[config.mk]
export PLATFORM = sky130hd
export DESIGN_NAME = tmds_serializer
export DESIGN_NICKNAME = d
export VERILOG_FILES = /design/src/rtl/tmds_pkg.sv /design/src/rtl/tmds_lane_shifter.sv /design/src/rtl/tmds_serializer.sv
export SDC_FILE = /design/constraint.sdc
export NUM_CORES = 1
export LEC_CHECK = 0
export ABC_AREA = 1
export CORE_ASPECT_RATIO = 0.6
export CORE_MARGIN = 2
export CORE_UTILIZATION = 45
export CTS_CLUSTER_SIZE = 12
export DETAILED_ROUTE_END_ITERATION = 8
export PLACE_DENSITY = 0.69
export SETUP_SLACK_MARGIN = 0.02
export SYNTH_ARGS = -nofsm -noshare
export SYNTH_HDL_FRONTEND = slang
export SYNTH_SLANG_ARGS = --single-unit
[constraint.sdc]
create_clock -name clk -period 1.37 [get_ports clk]
set_input_delay 0.137 -clock clk [delete_from_list [all_inputs] [get_ports clk]]
set_output_delay 0.137 -clock clk [all_outputs]
set_load 0.01 [all_outputs]
[src/rtl/tmds_pkg.sv]
// tmds_pkg: TMDS control symbols, serializer states and slot-count helpers
package tmds_pkg;
   localparam logic [9:0] CTL_00 = 10'b1101010100;
   localparam logic [9:0] CTL_01 = 10'b0010101011;
   localparam logic [9:0] CTL_10 = 10'b0101010100;
   localparam logic [9:0] CTL_11 = 10'b1010101011;
   localparam logic [9:0] CLK_PATTERN_10B = 10'b1111100000;
   typedef enum logic [1:0] {DISABLED, PRIME, RUN, DRAIN} state_e;
   function automatic int slots(input int word_w, input int bits);
      return word_w / bits;
   endfunction
   function automatic int phase_w(input int n);
      return (n > 1) ? $clog2(n) : 1;
   endfunction
endpackage

[src/rtl/tmds_lane_shifter.sv]
// tmds_lane_shifter: parallel-load shift register emitting B bits per clock, LSB first
module tmds_lane_shifter #(
   parameter int W = 10,
   parameter int B = 1
) (
   input  logic         clk,
   input  logic         rst_n,
   input  logic         clr_i,
   input  logic         load_i,
   input  logic [W-1:0] data_i,
   output logic [B-1:0] ser_o
);
   logic [W-1:0] sh_q, sh_d;
   always_comb sh_d = clr_i ? '0 : load_i ? data_i : sh_q >> B;
   always_ff @(posedge clk or negedge rst_n)
      if (!rst_n) sh_q <= '0;
      else sh_q <= sh_d;
   assign ser_o = sh_q[B-1:0];
endmodule

[src/rtl/tmds_serializer.sv]
// tmds_serializer: buffered multi-lane TMDS serializer with idle insertion and graceful enable
module tmds_serializer
   import tmds_pkg::*;
#(
   parameter int NUM_CH = 3,
   parameter int WORD_W = 10,
   parameter int BITS_PER_CLK = 1,
   parameter logic [WORD_W-1:0] IDLE_WORD = CTL_00,
   parameter logic [WORD_W-1:0] CLK_PATTERN = CLK_PATTERN_10B
) (
   input  logic                           clk,
   input  logic                           rst_n,
   input  logic                           enable_i,
   input  logic [NUM_CH*WORD_W-1:0]       word_i,
   input  logic                           word_valid_i,
   output logic                           word_ready_o,
   output logic [NUM_CH*BITS_PER_CLK-1:0] ser_o,
   output logic [BITS_PER_CLK-1:0]        ser_clk_o,
   output logic                           load_o,
   output logic                           running_o,
   output logic                           underflow_o,
   input  logic                           underflow_clr_i
);
   localparam int SLOTS = slots(WORD_W, BITS_PER_CLK);
   localparam int PW = phase_w(SLOTS);
   localparam int LW = NUM_CH * WORD_W;
   localparam logic [PW-1:0] LAST = PW'(SLOTS - 1);
   state_e state_q, state_d;
   logic [PW-1:0] phase_q, phase_d;
   logic [LW-1:0] hold_q, hold_d, src;
   logic hold_full_q, hold_full_d, under_q, under_d, load_q;
   logic boundary, prime_load, hs, active, shift_load, shift_clr, under_set;
   assign boundary = state_q == RUN && phase_q == LAST;
   assign prime_load = state_q == PRIME && enable_i && hold_full_q;
   assign active = state_q == RUN || state_q == DRAIN;
   assign word_ready_o = !hold_full_q || boundary;
   assign hs = word_valid_i && word_ready_o;
   assign shift_load = prime_load || boundary;
   assign shift_clr = state_d == DISABLED || state_d == PRIME;
   assign under_set = boundary && !hold_full_q && !word_valid_i;
   assign src = hold_full_q ? hold_q : word_valid_i ? word_i : {NUM_CH{IDLE_WORD}};
   always_comb begin
      state_d = state_q;
      case (state_q)
         DISABLED: state_d = enable_i ? PRIME : DISABLED;
         PRIME:    state_d = !enable_i ? DISABLED : hold_full_q ? RUN : PRIME;
         RUN:      state_d = enable_i ? RUN : DRAIN;
         DRAIN:    state_d = (phase_q == LAST) ? DISABLED : DRAIN;
         default:  state_d = DISABLED;
      endcase
   end
   // a bypassed word at the boundary leaves the hold empty
   always_comb begin
      phase_d = (active && phase_q != LAST) ? phase_q + 1'b1 : '0;
      hold_full_d = boundary ? (hold_full_q && hs) : prime_load ? 1'b0 : (hold_full_q || hs);
      hold_d = hs ? word_i : hold_q;
      under_d = under_set || (under_q && !underflow_clr_i);
   end
   always_ff @(posedge clk or negedge rst_n)
      if (!rst_n) begin
         state_q <= DISABLED;
         phase_q <= '0;
         hold_q <= '0;
         hold_full_q <= 1'b0;
         under_q <= 1'b0;
         load_q <= 1'b0;
      end else begin
         state_q <= state_d;
         phase_q <= phase_d;
         hold_q <= hold_d;
         hold_full_q <= hold_full_d;
         under_q <= under_d;
         load_q <= shift_load;
      end
   for (genvar k = 0; k < NUM_CH; k++) begin : g_lane
      tmds_lane_shifter #(.W(WORD_W), .B(BITS_PER_CLK)) u_sh (
         .clk(clk),
         .rst_n(rst_n),
         .clr_i(shift_clr),
         .load_i(shift_load),
         .data_i(src[k*WORD_W +: WORD_W]),
         .ser_o(ser_o[k*BITS_PER_CLK +: BITS_PER_CLK])
      );
   end
   tmds_lane_shifter #(.W(WORD_W), .B(BITS_PER_CLK)) u_clk_sh (
      .clk(clk),
      .rst_n(rst_n),
      .clr_i(shift_clr),
      .load_i(shift_load),
      .data_i(CLK_PATTERN),
      .ser_o(ser_clk_o)
   );
   assign load_o = load_q;
   assign running_o = state_q == RUN;
   assign underflow_o = under_q;
endmodule

# Word level (Yosys, flattened, before mapping)
# Cells that the tools add are included.
[word_totals]
register_bits = 79
latchBits = 0
ram_bits = 0
romBits = 0
out_inout_bits = 8
word_cells = 56
n_memories = 0
[op_classes]
addsub = 1
n_mul = 0
div = 0
order_cmp = 0
eq_ne = 6
n_shift = 0
mux = 19
bitwise = 0
reduce_logical = 20
[op_table]
columns = ["op", "n"]
rows = [
  ["10-bit 2-to-1 mux", 8],
  ["30-bit 2-to-1 mux", 2],
  ["1-bit logical AND", 9],
  ["2-bit case mux with 4 select lines", 1],
  ["1-bit logical OR", 6],
  ["2-bit 2-to-1 mux", 3],
  ["4-bit by 1-bit adder with 4-bit output (second input constant)", 1],
  ["2-bit by 1-bit == test with 1-bit output (second input constant)", 2],
  ["2-bit == test (second input constant)", 2],
  ["4-bit == test (second input constant)", 1],
  ["2-bit zero test", 2],
  ["1-bit 2-to-1 mux", 4],
  ["4-bit 2-to-1 mux", 1],
  ["4-bit != test (second input constant)", 1],
  ["1-bit zero test", 3],
]

# Depth between registers and ports, before layout
# Gate-level depths: netlist of run 1.
[depth]
depth_word = 7
mapped_depth = 10

# Hierarchy
# From an unflattened synthesis of run 1, not the netlist that was laid out.
[hier_totals]
cells_unflattened = 460
hier_area_um2 = 3817.4
[modules_own_cells]
columns = ["mod", "instances", "cells_per_inst", "area_per_inst_um2", "seq_area_each_um2"]
rows = [
  ["tmds_serializer", 1, 220, 1970.6, 975.9],
  ["tmds_lane_shifter", 4, 60, 461.7, 250.2],
]

# Least setup slack after synthesis of run 1
# OpenSTA, ideal clock, no wires.
[synth_path]
path_type = "reg2reg"
start = "reg phase_q[1]"
end = "reg g_lane[1].u_sh.sh_q[5]"
setup_time_ns = 0.119
arrival_ns = 1.310
t_required_ns = 1.251
setup_slack_ns = -0.059
path_stages_with_launch = 10
path_buffers = 2
period_less_slack_ns = 1.429
path_cell_list = "dfrtp_1 > inv_1 > ha_1 > nand2_1 > nor2_1 > nand2_2 > buf_4 > buf_6 > a21oi_1 > nor2_1"
[synth_via]
elab_chain_cells = 6
word_cells_on_any_way = 10
cone_classes = "2 x eq/ne; 4 x mux; 4 x reduce/logical"
[synth_rtl]
columns = ["element", "line", "rtl"]
rows = [
  ["start: declaration", "tmds_serializer.sv:29", "logic [PW-1:0] phase_q, phase_d;"],
  ["start signal: assignment", "tmds_serializer.sv:69", "phase_q <= phase_d;"],
  ["4-bit == test (*)", "tmds_serializer.sv:33, tmds_serializer.sv:48", ""],
  ["2-bit 2-to-1 mux", "tmds_serializer.sv:48", "DRAIN: state_d = (phase_q == LAST) ? DISABLED : DRAIN;"],
  ["2-bit case mux with 4 select lines", "tmds_serializer.sv:44", "case (state_q)"],
  ["2-bit by 1-bit == test with 1-bit output or 2-bit zero test (tied branches)", "tmds_serializer.sv:39", "assign shift_clr = state_d == DISABLED || state_d == PRIME;"],
  ["1-bit logical OR", "tmds_serializer.sv:39", ""],
  ["10-bit 2-to-1 mux (*)", "tmds_lane_shifter.sv:14", "always_comb sh_d = clr_i ? '0 : load_i ? data_i : sh_q >> B;"],
  ["via g_lane[1].u_sh.sh_d[5]", "tmds_lane_shifter.sv:13", "logic [W-1:0] sh_q, sh_d;"],
  ["end signal: assignment", "tmds_lane_shifter.sv:16", "if (!rst_n) sh_q <= '0;"],
  ["end signal: assignment", "tmds_lane_shifter.sv:17", "else sh_q <= sh_d;"],
  ["end: declaration", "tmds_lane_shifter.sv:13", ""],
]
# The timed path passes the listed nets; every way through them passes the cells marked *.
# A chain may end at the register's enable or synchronous reset.

# Final worst setup path of run 1
[layout_path]
start = "reg phase_q[1]"
end = "reg g_lane[2].u_sh.sh_q[1]"
[layout_via]
elab_chain_cells = 6
word_cells_on_any_way = 10
cone_classes = "2 x eq/ne; 4 x mux; 4 x reduce/logical"
[layout_rtl]
columns = ["element", "line"]
rows = [
  ["4-bit == test (*)", "tmds_serializer.sv:33, tmds_serializer.sv:48"],
  ["2-bit 2-to-1 mux", "tmds_serializer.sv:48"],
  ["2-bit case mux with 4 select lines", "tmds_serializer.sv:44"],
  ["2-bit by 1-bit == test with 1-bit output or 2-bit zero test (tied branches)", "tmds_serializer.sv:39"],
  ["1-bit logical OR", "tmds_serializer.sv:39"],
  ["10-bit 2-to-1 mux (*)", "tmds_lane_shifter.sv:14"],
  ["via g_lane[2].u_sh.sh_d[1]", "tmds_lane_shifter.sv:13"],
  ["end signal: assignment", "tmds_lane_shifter.sv:16"],
  ["end signal: assignment", "tmds_lane_shifter.sv:17"],
  ["end: declaration", "tmds_lane_shifter.sv:13"],
]
# Marks and branches as above.

==> impl_metrics.tcl, run 1 <==
set metrics [dict create \
    swShare_pct 38.3 \
    start_kind "register" \
    slew_headroom_pct 77.9 \
    endpoint_kind "register" \
    yosys.cell_types.count 23 \
    grt_pass1_vias 3365 \
    drc_errors 0 \
    fin_crit_sh_pct 118 \
    critPathRequiredTime_ns 1.59 \
    crit_buf_inv 4 \
    timing.setup.tns_ns -14.44 \
    crit_top_cell "buf_6" \
    numClockSinks 79 \
    path_max_fanout 8 \
    final_common_cell "nand2_1" \
    crit_slowest_cell "dfrtp_1" \
    via_per_inst 5.41 \
    start_util_pct 46.8 \
    powerDensity_nw_per_um2 2270 \
    rr_endpoint "g_lane[2].u_sh.sh_q[1]$_DFF_PN0_" \
    antenna_found_initial 0 \
    io_buffers 42 \
    cts_tree "done" \
    max_freq_mhz 619 \
    critPathMaxStageDelay_ns 0.40 \
    routedWlPerCell_um 17.3 \
    fin_crit_ns 1.62 \
    rr_worst_depth 10 \
    grt_use_total_pct 24.5 \
    tightest_slew_ns 0.332 \
    setup_violations 77 \
    power_frac_seq_pct 29.9 \
    ir_drop_mv 0.919 \
    numPlacedInstances 611 \
    ant_nets 0 \
    area_growth_syn_to_layout_pct 52.4 \
    drt_pass1_iterations 5 \
    dieHeight_um 74.4 \
    skew_ns 0.00438 \
    coreArea_sq_um 7950 \
    rows 25 \
    critical_path.cell_chain "inv_2 > ha_4 > nand2_4 > buf_6 > o21ai_4 > nand3_4 > buf_6 > buf_16 > nand2_2 > nor2_1" \
    cp_top_family "buffers and inverters" \
    cts_made_buffers 9 \
    wirelength_um 11200 \
    synth_warnings 0 \
    place_congestion 0.823 \
    syn_area_sq_um 3720 \
    p_leak_nw 2.90 \
    hold_viol_final 0 \
    clockBufferDepth 2 \
    violations "setup timing" \
    die-area_sq_um 9040 \
    drv_slew 0 \
    cts_max_level 3 \
    ys_seq_elements 79 \
    drtIter0Drc 324 \
    antennaDiodeCount 0 \
    whs_ns 0.236 \
    netlist_instances 455 \
    hp-class "primary input to asynchronous set/reset pin" \
    nets 575 \
    fin_util_pct 71.4 \
    clockRootBuffer "clkbuf_16" \
    synth_seq_area_share_pct 53.1 \
    status "complete, but fails checks" \
    cap_violations 0 \
    combinationalPowerShare_pct 49.7 \
    final_cell_mix "nand2_1 (81), dfrtp_1 (78), nand2_2 (54)" \
    fin_cells 651 \
    fill_cells 588 \
    insertion_delay_ns 0.34 \
    clkPwrFrac_pct 20.4 \
    critPathKind "register to register" \
    syn-num-nets 492 \
    clk_pin_slew_ns 0.06 \
    drive_above_1_share_pct 35.9 \
    preCtsSetupSlack_ns -0.334 \
    overflow 0 \
    power.internal_mw 7.94 \
    rsz0062_at_grt "yes" \
    fp.dieW_um 121 \
    r2r_slack_ns -0.25 \
    hpwl_um 6200 \
    worstPathArrival_ns 1.84 \
    io_pins 43 \
    fin_ws_ns -0.245 \
    vias 3520 \
    postSynthAreaPerCell_sq_um 8.18 \
    grt_max_degree 27 \
    regToRegStartpoint "phase_q[1]$_DFF_PN0_" \
    p_switching_mw 4.92 \
    grt_first_pass_wirelength_um 16700 \
]
==> area by class of cell <==
cell class | instances | area, sq um | area share (%)
Sequential cell | 79 | 1980 | 34.9
Inverter | 16 | 60.1 | 1.06
Clock inverter | 3 | 65.1 | 1.15
Multi-Input combinational cell | 326 | 1950 | 34.4
Tap cell | 108 | 135 | 2.38
Clock buffer | 13 | 260 | 4.59
Timing Repair Buffer | 106 | 1220 | 21.6
==> sequential cells by signal (all words and copies together), names as in the netlist <==
| register | count |
|---|---|
| underflow_o | 1 |
| hold_q | 30 |
| load_o | 1 |
| g_lane.u_sh.sh_q | 30 |
| hold_full_q | 1 |
| u_clk_sh.sh_q | 10 |
| state_q | 2 |
| phase_q | 4 |
==> cell families after synthesis <==
group / synth area share, %
buf+inv: 6.96
compound gates: 5.45
fa+ha+maj: 0.672
xor+xnor: 0.471
flops: 53.1
simple gates: 33.3
==> layer usage <==
layer  routed length (um)  up-vias  GRT usage [%]
met4                  152        0           7.02
li1                     -     1629              -
met2                 5490      140           39.8
met3                  693       21           5.67
met5                    0        -              0
met1                 4910     1730           33.6
==> metrics by stage <==
step,power [mW],area (sq um)
after floorplan,6.32,3740
after global placement,7.65,4440
after detailed placement,7.82,4440
after CTS,11.6,5210
after global routing,13.6,5670
final,12.9,5670
==> how the worst max path moves through the flow <==
stage	startpoint	endpoint	slack, ns	cells past startpoint
floorplan	phase_q[1]$_DFF_PN0_	g_lane[1].u_sh.sh_q[5]$_DFF_PN0_	-0.03	9
global placement	phase_q[1]$_DFF_PN0_	word_ready_o	-0.27	7
detailed placement	phase_q[1]$_DFF_PN0_	word_ready_o	-0.33	7
CTS	phase_q[1]$_DFF_PN0_	word_ready_o	-0.21	7
global route	phase_q[1]$_DFF_PN0_	g_lane[2].u_sh.sh_q[1]$_DFF_PN0_	-0.29	10
finish	phase_q[1]$_DFF_PN0_	g_lane[2].u_sh.sh_q[1]$_DFF_PN0_	-0.25	10
==> timing repair <==
action | 4_1_cts | 5_1_grt
buffers inserted | 11 | 5
pin swaps | 25 | 9
gates cloned | 6 | 3
hold buffers | 1 | 0
gates resized for setup | 86 | 102
hold endpoints to repair | 39 | 0
setup endpoints to repair | 74 | 85
==> cell usage after synthesis <==
library cell	count	area, sq um
buf_1	6	22.5
ha_1	2	25.0
nand3b_1	19	143
clkbuf_1	4	15.0
buf_2	12	60.1
nand2_1	161	604
nand3_4	1	17.5
buf_4	9	67.6
nor2_1	49	184
xnor2_1	1	8.76
dfrtp_1	79	1980
a21oi_1	19	95.1
nand4_4	1	21.3
nand2_2	3	18.8
nand3_1	48	240
inv_2	2	7.51
o22ai_1	3	18.8
o21ai_0	16	80.1
o21ai_2	1	8.76
xor2_1	1	8.76
inv_1	14	52.6
buf_6	3	33.8
nor2_4	1	11.3
==> worst register-to-register path: cells and delay by family, from the launching register on <==
kind	cells	cell delay, ns
AOI/OAI and AO/OA	1	0.14
adders and majority gates	1	0.14
buffers and inverters	4	0.53
DFF	1	0.40
and+or+nand+nor	4	0.31
==> power by group through the flow <==
stage	Sequential, mW	Clock [mW]	Combinational, mW
3_3_place_gp	3.63	0	4.02
5_1_grt	3.93	2.78	6.87
6_report	3.84	2.63	6.39
4_1_cts	3.69	2.64	5.23
3_5_place_dp	3.67	0	4.15
2_1_floorplan	3.59	0	2.73
(Power assumes the default switching activity.)
==> inputs of run 2 (changes only) <==
--- a/config.mk
+++ b/config.mk
@@ -11,6 +11,7 @@
 export CORE_UTILIZATION = 45
 export CTS_CLUSTER_SIZE = 12
 export DETAILED_ROUTE_END_ITERATION = 8
+export GPL_TIMING_DRIVEN = 0
 export PLACE_DENSITY = 0.69
 export SETUP_SLACK_MARGIN = 0.02
 export SYNTH_ARGS = -nofsm -noshare
==> run 2 against run 1 <==
Compared with the run above: via count decreased by 2.9%; combinational power decreased by 20%; clock-buffer cell count decreased by 3; cell area decreased by 7.9%; maximum frequency increased by 1.0%; hold slack improved by 0.070 ns; sequential power decreased by 5%; worst setup slack improved by 0.016 ns; clock skew increased by 0.00066 ns; the run still ends with setup timing left.
==> impl_metrics.tcl, run 2 (synthesized netlist as in run 1, its figures left out) <==
set metrics [dict create \
    max_freq_mhz 625 \
    slew_headroom_pct 66.9 \
    cts_max_level 3 \
    place_congestion 0.821 \
    p_leak_nw 2.74 \
    fin_crit_ns 1.60 \
    endpoint_kind "output port" \
    setup_violations 74 \
    clockBufferDepth 2 \
    insertion_delay_ns 0.34 \
    fin_crit_sh_pct 117 \
    overflow 0 \
    antenna_found_initial 0 \
    skew_ns 0.00504 \
    nets 566 \
    drtIter0Drc 302 \
    rsz0062_at_grt "yes" \
    critPathRequiredTime_ns 1.23 \
    grt_first_pass_wirelength_um 16300 \
    fp.dieW_um 121 \
    area_growth_syn_to_layout_pct 40.4 \
    ant_nets 0 \
    die-area_sq_um 9040 \
    grt_max_degree 44 \
    tightest_slew_ns 0.491 \
    rows 25 \
    io_pins 43 \
    vias 3419 \
    final_common_cell "nand2_1" \
    cts_tree "done" \
    whs_ns 0.307 \
    drv_slew 0 \
    coreArea_sq_um 7950 \
    fill_cells 662 \
    r2r_slack_ns -0.23 \
    cts_made_buffers 9 \
    violations "setup timing" \
    powerDensity_nw_per_um2 2170 \
    via_per_inst 5.33 \
    dieHeight_um 74.4 \
    grt_pass1_vias 3222 \
    wirelength_um 10300 \
    hp-class "primary input to asynchronous set/reset pin" \
    fin_cells 642 \
    status "complete, but fails checks" \
    hpwl_um 6370 \
    critPathKind "register to output port" \
    fin_ws_ns -0.229 \
    drive_above_1_share_pct 24.5 \
    worstPathArrival_ns 1.46 \
    start_kind "register" \
    preCtsSetupSlack_ns -0.680 \
    ir_drop_mv 0.855 \
    path_max_fanout 2 \
    clk_pin_slew_ns 0.06 \
    clockRootBuffer "clkbuf_16" \
    hold_viol_final 0 \
    drt_pass1_iterations 6 \
    io_buffers 42 \
    cap_violations 0 \
    reg.largest.list "g_lane.u_sh.sh_q x30, hold_q x30, u_clk_sh.sh_q x10" \
    start_util_pct 46.8 \
    numClockSinks 79 \
    antennaDiodeCount 0 \
    drc_errors 0 \
    final_cell_mix "nand2_1 (145), dfrtp_1 (78), nand3_1 (48)" \
    numPlacedInstances 606 \
    timing.setup.tns_ns -11.78 \
    routedWlPerCell_um 16.1 \
    grt_use_total_pct 24.1 \
]
run 2: cell types whose count changed in the layout (fill, tap and decap cells not counted), moves of 4 or more:
cell           delta
nand2_1          +64
nand2_2          -43
nand2_4          -20
buf_4            -16
a21oi_1          -11
a21oi_2           +9
buf_2             +7
buf_12            -6
nor2_2            -5
dlygate4sd2_1     +4
o21ai_0           -4
run 2: area by class of cell:
cell class / count / area [sq um] / share of cell area, %
plain buffers: 34 / 285 / 5.46
inverters: 16 / 63.8 / 1.22
clock inverters: 6 / 83.8 / 1.60
well taps: 108 / 135 / 2.59
repair buffers: 63 / 692 / 13.2
multi-input cells: 326 / 1750 / 33.5
flip-flops and latches: 79 / 1980 / 37.9
clock buffers: 10 / 239 / 4.57
run 2: worst max-delay path: stages, from the launching register on:
cell and delay, ns:
dfrtp_1 0.39, inv_2 0.07, ha_4 0.13, nand2_4 0.06, nor2_4 0.13, nand2_4 0.08, nand2_4 0.07, buf_6 0.10
buf_6 0.09
run 2: final timing paths:
path,from,depth (start not counted),to
max in group asynchronous,rst_n,3,hold_q[29]$_DFFE_PN0P_
setup / recovery,phase_q[1]$_DFF_PN0_,8,word_ready_o
min in group clk,underflow_clr_i,2,underflow_o$_DFF_PN0_
hold reg to reg,u_clk_sh.sh_q[7]$_DFF_PN0_,2,u_clk_sh.sh_q[6]$_DFF_PN0_
hold / removal,rst_n,2,g_lane[0].u_sh.sh_q[1]$_DFF_PN0_
setup reg to reg,phase_q[1]$_DFF_PN0_,10,g_lane[1].u_sh.sh_q[5]$_DFF_PN0_
run 2: per-stage QoR:
stage          area, sq um  utilization, %  total power, mW
2_1_floorplan         3740               -             6.32
3_3_place_gp          4300            54.1             7.43
6_report              5230            65.8             11.4
3_5_place_dp          4320            54.4             7.57
4_1_cts               5000            62.9             10.9
5_1_grt               5230            65.8             12.1
run 2: where the power goes:
group / internal (mW) / switching [mW]
clock: 1.64 / 0.950
combinational: 2.10 / 3.01
sequential: 3.24 / 0.424
run 2: routing by layer:
metal  vias to the layer above  routed length [um]  part of all wire [%]  global-route usage [%]
li1                       1593                   -                     -                       -
met1                      1656                4740                    46                    34.9
met3                        20                 989                   9.6                    7.67
met5                         -                   0                     0                       0
met4                         0                 230                   2.2                    7.41
met2                       150                4370                    42                    35.0
run 2: repair_timing:
action,4_1_cts,5_1_grt
hold buffers,1,0
pin swaps,9,15
gates cloned,4,2
setup endpoints to repair,80,77
buffers inserted,10,4
hold endpoints to repair,36,0
resized for setup,70,53
==> inputs of run 3 (changes only) <==
--- a/config.mk
+++ b/config.mk
@@ -12,7 +12,7 @@
 export CTS_CLUSTER_SIZE = 12
 export DETAILED_ROUTE_END_ITERATION = 8
 export GPL_TIMING_DRIVEN = 0
-export PLACE_DENSITY = 0.69
+export PLACE_DENSITY = 0.66
 export SETUP_SLACK_MARGIN = 0.02
 export SYNTH_ARGS = -nofsm -noshare
 export SYNTH_HDL_FRONTEND = slang
==> constraint.sdc (replaced) <==
create_clock -name clk -period 1.9 [get_ports clk]
set_input_delay 0.19 -clock clk [delete_from_list [all_inputs] [get_ports clk]]
set_output_delay 0.19 -clock clk [all_outputs]
set_load 0.01 [all_outputs]
==> run 3 against run 2 <==
Compared with the run above: the run now ends clean; final cell count decreased by 2.6%; worst setup slack better by 0.39 ns; hold slack better by 0.064 ns; via count fell by 8.4%; highest routed layer unchanged; routed wire length decreased by 14%; sequential power decreased by 28%; sequential share of layout area is 4.6 points higher; die area did not move; clock skew decreased by 0.00079 ns; combinational power shrank 46%; non-clock buffer count is 17 lower; critical path depth up 2.
==> impl_metrics.tcl, run 3 (synthesized netlist as in run 1, its figures left out) <==
set metrics [dict create \
    drtIter0Drc 227 \
    final_area_sq_um 4660 \
    slew_headroom_pct 62.4 \
    wirelength_um 8860 \
    hpwl_um 6270 \
    critPathRequiredTime_ns 2.12 \
    numClockSinks 79 \
    fin_cells 625 \
    overflow 0 \
    ant_nets 0 \
    grt_pass1_vias 2969 \
    routedWlPerCell_um 14.2 \
    place_area_sq_um 4290 \
    numPlacedInstances 606 \
    fin_crit_ns 1.74 \
    path_max_fanout 10 \
    final_common_cell "nand2_1" \
    endpoint_kind "register" \
    cp_num_cells 10 \
    power_frac_seq_pct 36.0 \
    rsz0062_at_grt "no" \
    fill_cells 762 \
    die-area_sq_um 9040 \
    final_cell_mix "nand2_1 (161), dfrtp_1 (79), nor2_1 (48), nand3_1 (48), clkdlybuf4s50_1 (40)" \
    grt_first_pass_wirelength_um 15100 \
    rr_worst_depth 10 \
    start_util_pct 46.8 \
    max_freq_mhz 574 \
    ir_drop_mv 0.639 \
    tightest_slew_ns 0.564 \
    drv_slew 0 \
    grt_max_degree 41 \
    cts_made_buffers 9 \
    combinationalPowerShare_pct 38.2 \
    io_pins 43 \
    timing.setup.tns_ns 0 \
    cts_tree "done" \
    clockRootBuffer "clkbuf_16" \
    drive_above_1_share_pct 10.4 \
    cp_top_family "buffers and inverters" \
    drc_errors 0 \
    fp.dieW_um 121 \
    antennaDiodeCount 0 \
    swShare_pct 35.9 \
    rows 25 \
    insertion_delay_ns 0.34 \
    clockBufferDepth 2 \
    grt_use_total_pct 22.2 \
    critPathMaxStageDelay_ns 0.39 \
    skew_ns 0.00425 \
    fin_crit_sh_pct 91.7 \
    status "complete, no violations" \
    io_buffers 42 \
    nets 549 \
    p_switching_mw 2.60 \
    worstPathArrival_ns 1.97 \
    clkPwrFrac_pct 25.8 \
    hp-class "primary input to asynchronous set/reset pin" \
    crit_top_cell "buf_4" \
    fin_util_pct 58.6 \
    crit_buf_inv 4 \
    cts_max_level 3 \
    p_leak_nw 2.47 \
    power.internal_mw 4.65 \
    place_congestion 0.832 \
    critPathKind "register to register" \
    hold_viol_final 0 \
    start_kind "register" \
    via_per_inst 5.01 \
    powerDensity_nw_per_um2 1560 \
    coreArea_sq_um 7950 \
    drt_pass1_iterations 4 \
    vias 3131 \
    whs_ns 0.370 \
    area_growth_syn_to_layout_pct 25.2 \
    critical_path.cell_chain "inv_1 > ha_1 > nand2_1 > nor2_2 > nand2_2 > buf_4 > buf_4 > buf_6 > a21oi_1 > nor2_1" \
    cap_violations 0 \
    setup_violations 0 \
    antenna_found_initial 0 \
    crit_slowest_cell "dfrtp_1" \
    reg.largest.list "g_lane.u_sh.sh_q x30, hold_q x30, u_clk_sh.sh_q x10" \
    dieHeight_um 74.4 \
    clk_pin_slew_ns 0.06 \
]
[run 3: changes by cell type in the layout (fill, tap and decap cells not counted), moves of 8 or more]
cell     previous run  this run
a21oi_1             1        19
nand2_2            11         2
buf_6              11         3
a21oi_2            15         0
nor2_2              9         1
nor2_1             36        48
nand2_1           145       161
[run 3: area by class of cell]
| cell class | instances | area (sq um) | share of cell area [%] |
|---|---|---|---|
| Buffer | 33 | 195 | 4.19 |
| Clock buffer | 13 | 260 | 5.59 |
| Clock inverter | 3 | 65.1 | 1.40 |
| Inverter | 16 | 60.1 | 1.29 |
| Multi-Input combinational cell | 326 | 1500 | 32.2 |
| Sequential cell | 79 | 1980 | 42.4 |
| Tap cell | 108 | 135 | 2.90 |
| Timing Repair Buffer | 47 | 465 | 9.99 |
[run 3: metal layers]
layer	track usage, %	routed length (um)	vias up
li1	-	-	1560
met1	33.0	4580	1482
met2	31.8	3680	81
met3	5.98	514	8
met4	7.28	92	0
met5	0	0	-
[run 3: worst reg2reg max path: cells and delay by family, from the launching register on]
| kind | cells | cell delay (ns) |
|---|---|---|
| AND/OR/NAND/NOR | 4 | 0.39 |
| flip-flops | 1 | 0.39 |
| buffers and inverters | 4 | 0.56 |
| adder cells (fa/ha/maj) | 1 | 0.13 |
| AO/OA/AOI/OAI | 1 | 0.16 |
[run 3: power by group through the flow]
stage                     registers, mW  logic [mW]  clock network [mW]
final                              2.62        2.77                1.87
after global routing               2.69        3.20                1.98
after CTS                          2.62        2.75                1.90
after detailed placement           2.64        2.72                   0
after global placement             2.62        2.68                   0
after floorplan                    2.58        1.95                   0
[run 3: path summary, 6_finish.rpt]
kind | from | end | slack (ns)
worst max-delay path | phase_q[1]$_DFF_PN0_ | g_lane[2].u_sh.sh_q[0]$_DFF_PN0_ | 0.16
worst min-delay path | rst_n | hold_q[4]$_DFFE_PN0P_ | 0.37
worst min register to register | u_clk_sh.sh_q[9]$_DFF_PN0_ | u_clk_sh.sh_q[8]$_DFF_PN0_ | 0.45
worst max register to register | phase_q[1]$_DFF_PN0_ | g_lane[2].u_sh.sh_q[0]$_DFF_PN0_ | 0.16
min in group clk | underflow_clr_i | underflow_o$_DFF_PN0_ | 0.42
max in group asynchronous | rst_n | hold_q[13]$_DFFE_PN0P_ | 0.93
[run 3: what timing repair did]
item                                   4_1_cts  5_1_grt
pin swaps                                    1        1
setup buffers                                1        2
setup endpoints to repair                    1       11
endpoints found under the hold margin       39        0
hold buffers                                 1        0
resized for setup                            4        4
[run 3: stage by stage]
stage,setup WS [ns],power [mW]
after floorplan,0.471,4.53
after global placement,-2.21,5.29
after detailed placement,-0.209,5.37
after CTS,0.0290,7.28
after global routing,0.0416,7.88
final,0.158,7.26
